`config.mk`:
```
export PLATFORM = sky130hd
export DESIGN_NAME = wb_lsu_master
export DESIGN_NICKNAME = d
export VERILOG_FILES = /design/src/rtl/lsu_pkg.sv /design/src/rtl/wb_lsu_master.sv
export SDC_FILE = /design/constraint.sdc
export NUM_CORES = 1
export LEC_CHECK = 0
export CAP_MARGIN = 10
export CORE_MARGIN = 2
export CORE_UTILIZATION = 30
export DETAILED_ROUTE_END_ITERATION = 10
export GPL_ROUTABILITY_DRIVEN = 1
export PLACE_DENSITY_LB_ADDON = 0.2
export SLEW_MARGIN = 15
export SYNTH_ARGS = -nofsm -noshare
export SYNTH_HDL_FRONTEND = slang
export SYNTH_SLANG_ARGS = --single-unit
export TNS_END_PERCENT = 30
```
`constraint.sdc`:
```
create_clock -name i_clk -period 5.42 [get_ports i_clk]
set_input_delay 0.542 -clock i_clk [delete_from_list [all_inputs] [get_ports i_clk]]
set_output_delay 0.542 -clock i_clk [all_outputs]
set_load 0.05 [all_outputs]
```
`src/rtl/lsu_pkg.sv`:
```
// lsu_pkg
// Shared definitions for the load/store unit Wishbone master.
// Contents:
//   LSU_XLEN          data/address width the helper functions operate on
//   F3_B/H/W/BU/HU    RV32I funct3 size codes (also used as the bus size code)
//   lsu_state_t       state encoding of the transaction sequencer
//   lsu_req_bad()     flags misaligned or illegal requests before any bus activity
//   lsu_extend()      sign/zero extension of right-aligned load data
//   lsu_store_data()  right-aligned store data with the unused upper bytes cleared
package lsu_pkg;

    localparam int LSU_XLEN = 32;

    localparam logic [2:0] F3_B  = 3'b000;
    localparam logic [2:0] F3_H  = 3'b001;
    localparam logic [2:0] F3_W  = 3'b010;
    localparam logic [2:0] F3_BU = 3'b100;
    localparam logic [2:0] F3_HU = 3'b101;

    typedef enum logic [2:0] {
        ST_IDLE,
        ST_REQ,
        ST_WAIT,
        ST_RESP,
        ST_ERR
    } lsu_state_t;

    // A request is rejected when its size code is not a legal RV32I
    // load/store code, or when the address is not naturally aligned for
    // the access size. Stores only have the three signed-looking codes.
    function automatic logic lsu_req_bad(
        input logic       we,
        input logic [2:0] funct3,
        input logic [1:0] addr_lo
    );
        logic bad;
        bad = 1'b0;
        case (funct3)
            F3_B:    bad = 1'b0;
            F3_H:    bad = addr_lo[0];
            F3_W:    bad = (addr_lo != 2'b00);
            F3_BU:   bad = we;
            F3_HU:   bad = we | addr_lo[0];
            default: bad = 1'b1;
        endcase
        return bad;
    endfunction

    // Load data arrives right-aligned; widen it according to the size code.
    function automatic logic [LSU_XLEN-1:0] lsu_extend(
        input logic [2:0]          funct3,
        input logic [LSU_XLEN-1:0] data
    );
        logic [LSU_XLEN-1:0] result;
        result = data;
        case (funct3)
            F3_B:    result = {{(LSU_XLEN-8){data[7]}}, data[7:0]};
            F3_H:    result = {{(LSU_XLEN-16){data[15]}}, data[15:0]};
            F3_W:    result = data;
            F3_BU:   result = {{(LSU_XLEN-8){1'b0}}, data[7:0]};
            F3_HU:   result = {{(LSU_XLEN-16){1'b0}}, data[15:0]};
            default: result = '0;
        endcase
        return result;
    endfunction

    // Store data stays right-aligned on the bus; bytes beyond the access
    // size are forced to zero so the responder never sees stale upper bits.
    function automatic logic [LSU_XLEN-1:0] lsu_store_data(
        input logic [2:0]          funct3,
        input logic [LSU_XLEN-1:0] data
    );
        logic [LSU_XLEN-1:0] result;
        result = data;
        case (funct3)
            F3_B:    result = {{(LSU_XLEN-8){1'b0}}, data[7:0]};
            F3_H:    result = {{(LSU_XLEN-16){1'b0}}, data[15:0]};
            default: result = data;
        endcase
        return result;
    endfunction

endpackage

```
`src/rtl/wb_lsu_master.sv`:
```
// wb_lsu_master
// Load/store initiator sitting between the core memory stage and the
// pipelined Wishbone data bus. One request is accepted per handshake,
// checked for alignment/legality, turned into a single bus transaction,
// and answered with a one-cycle response carrying extended load data or
// an error flag. Only one transaction is ever outstanding.
//
// Ports:
//   i_clk, i_reset                  clock, synchronous active-high reset
//   i_req_valid / o_req_ready       request handshake (ready only when idle)
//   i_req_we, i_req_funct3          store flag and RV32I size code
//   i_req_addr, i_req_wdata         byte address and right-aligned store data
//   o_rsp_valid, o_rsp_rdata,
//   o_rsp_err                       one-cycle completion with data or error
//   o_wb_cyc, o_wb_stb, o_wb_we     Wishbone control
//   o_wb_addr, o_wb_data, o_wb_sel  byte address, masked store data, size code
//   i_wb_data, i_wb_stall, i_wb_ack responder read data, stall and ack
//
// All outputs are registered inside the single sequencer block below.
module wb_lsu_master
    import lsu_pkg::*;
#(
    parameter int XLEN    = 32,
    parameter int TIMEOUT = 64
) (
    input  logic            i_clk,
    input  logic            i_reset,

    input  logic            i_req_valid,
    output logic            o_req_ready,
    input  logic            i_req_we,
    input  logic [2:0]      i_req_funct3,
    input  logic [XLEN-1:0] i_req_addr,
    input  logic [XLEN-1:0] i_req_wdata,

    output logic            o_rsp_valid,
    output logic [XLEN-1:0] o_rsp_rdata,
    output logic            o_rsp_err,

    output logic            o_wb_cyc,
    output logic            o_wb_stb,
    output logic            o_wb_we,
    output logic [XLEN-1:0] o_wb_addr,
    output logic [XLEN-1:0] o_wb_data,
    output logic [2:0]      o_wb_sel,
    input  logic [XLEN-1:0] i_wb_data,
    input  logic            i_wb_stall,
    input  logic            i_wb_ack
);

    localparam int             CW     = $clog2(TIMEOUT + 1);
    localparam logic [CW-1:0]  TO_MAX = CW'(TIMEOUT);

    lsu_state_t    state;
    logic [CW-1:0] wait_count;

    // Sequencer: owns the state, the timeout counter and every output.
    // The request fields are latched straight into the bus output
    // registers on accept, so o_wb_sel/o_wb_we double as the remembered
    // size code and direction when the ack arrives. An ack in REQ or WAIT
    // always wins over a timeout in the same cycle; the counter is only
    // consulted when no ack is present.
    always_ff @(posedge i_clk) begin
        if (i_reset) begin
            state       <= ST_IDLE;
            wait_count  <= '0;
            o_req_ready <= 1'b1;
            o_rsp_valid <= 1'b0;
            o_rsp_rdata <= '0;
            o_rsp_err   <= 1'b0;
            o_wb_cyc    <= 1'b0;
            o_wb_stb    <= 1'b0;
            o_wb_we     <= 1'b0;
            o_wb_addr   <= '0;
            o_wb_data   <= '0;
            o_wb_sel    <= '0;
        end else begin
            case (state)
                ST_IDLE: begin
                    if (i_req_valid) begin
                        o_req_ready <= 1'b0;
                        wait_count  <= '0;
                        if (lsu_req_bad(i_req_we, i_req_funct3, i_req_addr[1:0])) begin
                            state       <= ST_ERR;
                            o_rsp_valid <= 1'b1;
                            o_rsp_err   <= 1'b1;
                            o_rsp_rdata <= '0;
                        end else begin
                            state     <= ST_REQ;
                            o_wb_cyc  <= 1'b1;
                            o_wb_stb  <= 1'b1;
                            o_wb_we   <= i_req_we;
                            o_wb_addr <= i_req_addr;
                            o_wb_data <= lsu_store_data(i_req_funct3, i_req_wdata);
                            o_wb_sel  <= i_req_funct3;
                        end
                    end
                end

                ST_REQ, ST_WAIT: begin
                    if (i_wb_ack) begin
                        state       <= ST_RESP;
                        o_wb_cyc    <= 1'b0;
                        o_wb_stb    <= 1'b0;
                        o_rsp_valid <= 1'b1;
                        o_rsp_err   <= 1'b0;
                        o_rsp_rdata <= o_wb_we ? '0 : lsu_extend(o_wb_sel, i_wb_data);
                    end else if (wait_count == TO_MAX) begin
                        state       <= ST_ERR;
                        o_wb_cyc    <= 1'b0;
                        o_wb_stb    <= 1'b0;
                        o_rsp_valid <= 1'b1;
                        o_rsp_err   <= 1'b1;
                        o_rsp_rdata <= '0;
                    end else begin
                        wait_count <= wait_count + CW'(1);
                        if (state == ST_REQ && !i_wb_stall) begin
                            state    <= ST_WAIT;
                            o_wb_stb <= 1'b0;
                        end
                    end
                end

                ST_RESP, ST_ERR: begin
                    state       <= ST_IDLE;
                    o_req_ready <= 1'b1;
                    o_rsp_valid <= 1'b0;
                    o_rsp_err   <= 1'b0;
                    o_rsp_rdata <= '0;
                end

                default: begin
                    state       <= ST_IDLE;
                    o_req_ready <= 1'b1;
                    o_rsp_valid <= 1'b0;
                    o_rsp_err   <= 1'b0;
                    o_wb_cyc    <= 1'b0;
                    o_wb_stb    <= 1'b0;
                end
            endcase
        end
    end

endmodule

```
==> After elaboration in Yosys (flattened, before gate mapping) <==
Index checks and enable logic that the tools add are counted.
{ "classes": {"addsub": 1, "n_eq_ne": 20, "mux": 40, "bitwise": 4, "n_reduce_logical": 18} }
{ "ops": {"columns": ["operator", "count"], "rows": [
  ["two-way mux 32 bit", 5],
  ["case mux 32 bit (5 select lines)", 1],
  ["case mux 32 bit (3 select lines)", 1],
  ["case mux 32 bit (2 select lines)", 1],
  ["two-way mux 7 bit", 3],
  ["two-way mux 1 bit", 16],
  ["AND reduction 4 bit", 4],
  ["== test 3 bit, second input constant", 5],
  ["two-way mux 3 bit", 5],
  ["case mux 7 bit (2 select lines)", 1],
  ["== test 3 x 2 -> 1 bit, second input constant", 4],
  ["inequality test 2 bit, second input constant", 5],
  ["== test 3 x 1 -> 1 bit, second input constant", 3],
  ["zero test 3 bit", 3],
  ["adder 7 x 1 -> 7 bit, second input constant", 1],
  ["== test 7 bit, second input constant", 1],
  ["case mux 1 bit (2 select lines)", 3],
  ["case mux 1 bit (3 select lines)", 2],
  ["case mux 3 bit (2 select lines)", 1],
  ["AND reduction 3 bit", 2],
  ["case mux 1 bit (5 select lines)", 1],
  ["inequality test 4 bit, second input constant", 1],
  ["AND reduction 2 bit", 2],
  ["nonzero test 2 bit", 2],
  ["other kinds (7)", 10]
]} }
{ "word_totals": {"reg_bits": 115, "input_bits": 105, "output_inout_bits": 105, "elab_cells": 95} }

==> Longest topological paths before layout <==
{ "depth": {"ltp_word": 8, "depth_mapped": 9, "ltp_nobuf": 7} }

==> Worst setup path after synthesis <==
OpenSTA, ideal clock, no wires.
{ "synth_timing": {"path_kind": "in2reg", "from": "input port i_req_addr[0]", "to": "register o_wb_data[13]", "setup_time_ns": 0.132, "t_arrival_ns": 2.010, "required_time_ns": 5.288, "path_slack_ns": 3.277, "stages": 8, "n_path_buf": 3, "cell_sequence": "or4_1 and2_1 nand2b_1 clkbuf_1 buf_2 buf_2 nand2_1 a21oi_1"} }
{ "synth_via": {"elab_chain_len": 7} }
{ "synth_lines": {"columns": ["item", "line", "source"], "rows": [
  ["start: declaration", "wb_lsu_master.sv:33", "input logic [XLEN-1:0] i_req_addr,"],
  ["bitwise OR 1 bit or nonzero test 2 bit (tied branches)", "lsu_pkg.sv:43, lsu_pkg.sv:41", null],
  ["case mux 1 bit (5 select lines) (*)", "lsu_pkg.sv:38", "case (funct3)"],
  ["two-way mux 1 bit (*)", "wb_lsu_master.sv:80", "if (i_req_valid) begin"],
  ["two-way mux 1 bit (*)", "wb_lsu_master.sv:78", "case (state)"],
  ["two-way mux 1 bit (*)", "wb_lsu_master.sv:64", "if (i_reset) begin"],
  ["NOT 1 bit (no line) (*)", null, null],
  ["AND reduction 3 bit (no line) (*)", null, null],
  ["end signal: assignment", "wb_lsu_master.sv:94", "o_wb_data <= lsu_store_data(i_req_funct3, i_req_wdata);"],
  ["end: declaration", "wb_lsu_master.sv:44", "output logic [XLEN-1:0] o_wb_data,"]
]} }
Mark *: on every way between the ends. The rest lies on a longest branch, timed or not. The select of a mux whose other input is x is not followed.
A chain may end at the register's enable or synchronous reset.

==> Worst setup path after layout <==
{ "layout_timing": {"from": "input port i_req_valid", "to": "register o_wb_data[8]"} }
{ "layout_via": {"elab_chain_len": 1} }
{ "layout_lines": {"columns": ["item", "line", "source"], "rows": [
  ["start: declaration", "wb_lsu_master.sv:29", "input logic i_req_valid,"],
  ["AND reduction 3 bit (no line)", null, null]
]} }
No other way between the ends.

==> results list <==
- Die outline height: 126.7 um
- GRT Residual Overflow: 0
- Area enclosed by the die boundary: 0.01604 mm2
- The library cell used most frequently in the layout, excluding fill and tap cells, is sky130_fd_sc_hd__clkdlybuf4s50_1.
- Final setup violation count: 0
* I/O pin total: 210
* Kind of end point of the critical path: flop
- In the global route stage, met3 resource usage came out at 8.730%.
- Of the total power, the share spent switching nets is 36.65%.
- Setup repair after global routing left no endpoint under its margin.
- The clock net in this run drives a total of ~120 sinks.
- Measured against its own limit, the worst slew margin works out to around 34%.
* Post-synthesis instance total: 546
* Number of antenna violations at the first check in global routing: 0
- Critical-path cell list: clkdlybuf4s50_1 > nor4b_1 > nor2b_4 > buf_4 > nand3_1 > a21oi_1
- The netlist uses 44 different library cells.
* Fillers: 1359
- Counting instances, the worst hold path has a depth of 2.
- In the layout the commonest cells are 208 x sky130_fd_sc_hd__clkdlybuf4s50_1, 137 x sky130_fd_sc_hd__nand2_1, 115 x sky130_fd_sc_hd__dfxtp_1.
* Initial Utilization: 30.93%
- Worst skew pair latency: between 400 and 500 ps
- After clock tree synthesis, the clock-pin slew on the worst setup and hold paths is 50 ps.
- The worst register-to-register path ends at o_wb_data[8]$_SDFFE_PP0P_.
- Warning count from the yosys run: 0
- Multi-input logic area: 0.001989 mm2
- Top post-synthesis cells by area: sky130_fd_sc_hd__dfxtp_1 51%, sky130_fd_sc_hd__a21oi_1 13%, sky130_fd_sc_hd__nand2_1 11%
* Slowest-stage cell, CP: sky130_fd_sc_hd__nor4b_1
- The share of total power dissipated in the clock network is between 30 and 40%.
- Detail-routed net length per standard cell: approximately 15 um
* Placeable core area: 0.01459 mm2
* CP max FO: 40
- Destination of the worst hold path: o_wb_addr[3]$_SDFFE_PP0P_
- Power density over the cells: 428.6 mW/mm2
- In the final design database the tool counted ~840 nets.
* Overall fraction of global-route tracks in use: roughly 17%
- Counting every net in the synthesized netlist gives 653.
* Width of the die: around 130 um
- For the worst flop-to-flop path, the logic depth is 5.
* Post-synth top area share: 51.01%
- Max clock buf depth: 2
- On the final layout, the worst clock skew is 8.180 ps.
* Total wirelength of the detailed-routed design: approximately 14 mm
- Leak Pwr: between 0.002 and 0.003 uW
- Global routing used 26.11% of the available met2 tracks.
- Number of buffers added by the clock tree synthesis step: 17
- Maximum single-stage delay on the critical path: a little over 800 ps
* Row cnt: 44
* Post-Syn Area per Cell: 8.266 um2
- Violation count after the first detailed-routing iteration: 191
* Top Usage Layer GRT: met2
- Initial DRT Pass Iterations: 4
- At the worst endpoint, the required time is between 5000 and 6000 ps.
* Combinational cell fraction of total power: 33.1%
- Largest net degree at the start of global routing: 81
* Clock tree from TritonCTS: done
- Across the whole layout, storage elements account for 0.002302 mm2.
- The hold violation count in the final report was 0.
- The final max-slew violation count was 0.
- For the final routed database, the setup TNS stands at 0 ps.
* DR vias: between 4000 and 5000
* Kind of critical path: in2reg
- Path type of the worst min-delay path: reg2reg
* Final weighted congestion of routability-driven global placement: 0.7553
- Count of inserted antenna diode cells: 0
- Maximum capacitance violations: 0
* Critical path arrival: 3440 ps
* Area growth, synth to finish: 59.74%
- Share of final-layout standard cells stronger than drive strength 1: 6.150%
- After synthesis, flip-flops and latches occupy 51.01% of the total area.
* Power dissipated by switching net loads: 1133 uW
- The flow ran to the end, and the final reports show no timing, DRC or antenna violations.
- The first global-routing pass estimated between 20 and 25 mm of wire.
* Non-filler instance count after layout: 932
* Detail Placement HPWL: 9.410 mm
- Vias per std cell: 4.832
- Type of origin of the critical path: input port
* Start of the worst register-to-register path: state[0]$_SDFFE_PP0P_
- Worst IR Drop VDD: 0.2047 mV
* Via count of the first global-routing pass: 4348
* Part of the power in registers: about a third
- The smallest clock period supported by the final layout is computed as roughly 3100 ps.
- Part of the cycle the worst path needs: 57.51%
- In the routed design, unresolved DRC markers number 0.
* IO buf count: between 200 and 250
* Measured slew at the worst slew-check pin: 974.1 ps
- Static timing analysis puts the maximum clock frequency at roughly 320 MHz.
* M1 GR Usage: 19.69%
- CTS root buf: sky130_fd_sc_hd__clkbuf_16
- The number of gates resized after CTS was 0.
- The H-tree was split into 4 levels.
- Of all cell types, the one taking the most synthesized area is sky130_fd_sc_hd__dfxtp_1.
* Number of hold buffers added after cts: 0
* Buffers inserted by post-CTS timing repair: 0
- Across all register-to-register paths, the minimum setup slack is about 2500 ps.
* Internal Power: 1958 uW
- Antenna viol nets, final: 0
- Synthesis inferred 115 register bits.
* Total standard cell area after synthesis: 0.004513 mm2
- In this run the most critical hold path is launched from o_wb_addr[3]$_SDFFE_PP0P_.
* Cell Count Post-Placement: 900
logic make-up after synthesis:
group	synth area share [%]
buffers and inverters	5.129
multiplexers	0.4436
adder cells (fa/ha/maj)	0.5544
flip-flops	51.01
XOR/XNOR	0.9703
AND/OR/NAND/NOR	19.99
AO/OA/AOI/OAI	21.90
state kept, by name (all words and copies together) (netlist names), 3 cells and up:
signal       cells
o_wb_sel         3
o_wb_addr       32
wait_count       7
o_wb_data       32
state            3
o_rsp_rdata     32
power groups by stage:
stage	Sequential (uW)	Combinational [uW]	Clock [uW]
CTS	1040	1030	1060
global route	1050	1100	1100
global placement	1050	1020	0
detailed placement	1050	1030	0
finish	1040	1020	1030
floorplan	1360	381	0
per-stage QoR:
| stage | setup WS [ps] | hold slack [ps] | util (%) | instance area, um2 | power (uW) |
|---|---|---|---|---|---|
| 4_1_cts | 2271 | 453.0 | 49.42 | 7209 | 3127 |
| 2_1_floorplan | 3277 | 464.9 | - | 4513 | 1743 |
| 5_1_grt | 1963 | 465.0 | 49.42 | 7209 | 3255 |
| 3_3_place_gp | 1993 | 436.6 | 45.61 | 6654 | 2068 |
| 3_5_place_dp | 1840 | 440.6 | 45.61 | 6654 | 2080 |
| 6_report | 2303 | 450.5 | 49.42 | 7209 | 3090 |
Yosys cell counts (all sizes together):
cell / number
a2111oi: 2
a211oi: 2
a21o: 18
a21oi: 114
a221o: 1
a22o: 8
a311oi: 1
a31oi: 3
and2: 2
and3: 1
buf: 22
clkbuf: 22
dfxtp: 115
ha: 2
inv: 2
mux2i: 2
nand2: 137
nand2b: 3
nand3: 27
nand3b: 2
nand4b: 1
nor2: 23
nor2b: 3
nor4b: 1
o2111ai: 1
o21a: 1
o21ai: 3
o21ba: 1
o22a: 1
o2bb2ai: 8
o31a: 1
or2: 4
or3: 5
or4: 1
or4b: 1
xnor2: 4
xor2: 1
cell type report:
class	count	area share [%]
Clock buffer	20	6.196
Clock inverter	12	1.510
Inverter	2	0.1041
Multi-Input combinational cell	385	27.59
Sequential cell	115	31.93
Tap cell	184	3.193
Timing Repair Buffer	214	29.47
how the worst max path moves through the flow:
stage / slack (ps) / cells past startpoint / endpoint / startpoint
3_3_place_gp: 1990 / 6 / o_wb_data[15]$_SDFFE_PP0P_ / i_req_valid
2_1_floorplan: 3280 / 8 / o_wb_data[13]$_SDFFE_PP0P_ / i_req_addr[0]
5_1_grt: 1960 / 6 / o_wb_data[31]$_SDFFE_PP0P_ / i_req_valid
4_1_cts: 2270 / 6 / o_wb_data[8]$_SDFFE_PP0P_ / i_req_valid
3_5_place_dp: 1840 / 6 / o_wb_data[24]$_SDFFE_PP0P_ / i_req_valid
6_report: 2300 / 6 / o_wb_data[8]$_SDFFE_PP0P_ / i_req_valid
per-layer routing:
layer  routed length [um]  vias to the layer above
met4                  165                        0
li1                     -                     2242
met3                 1507                       14
met2                 6031                      189
met1                 5828                     2058
met5                    0                        -
critical path: cells and delay by family:
kind	cells	cell delay [ps]
and+or+nand+nor	3	1690
buffers and inverters	2	1030
AOI/OAI and AO/OA	1	170
Power figures use the tool's default switching activity.
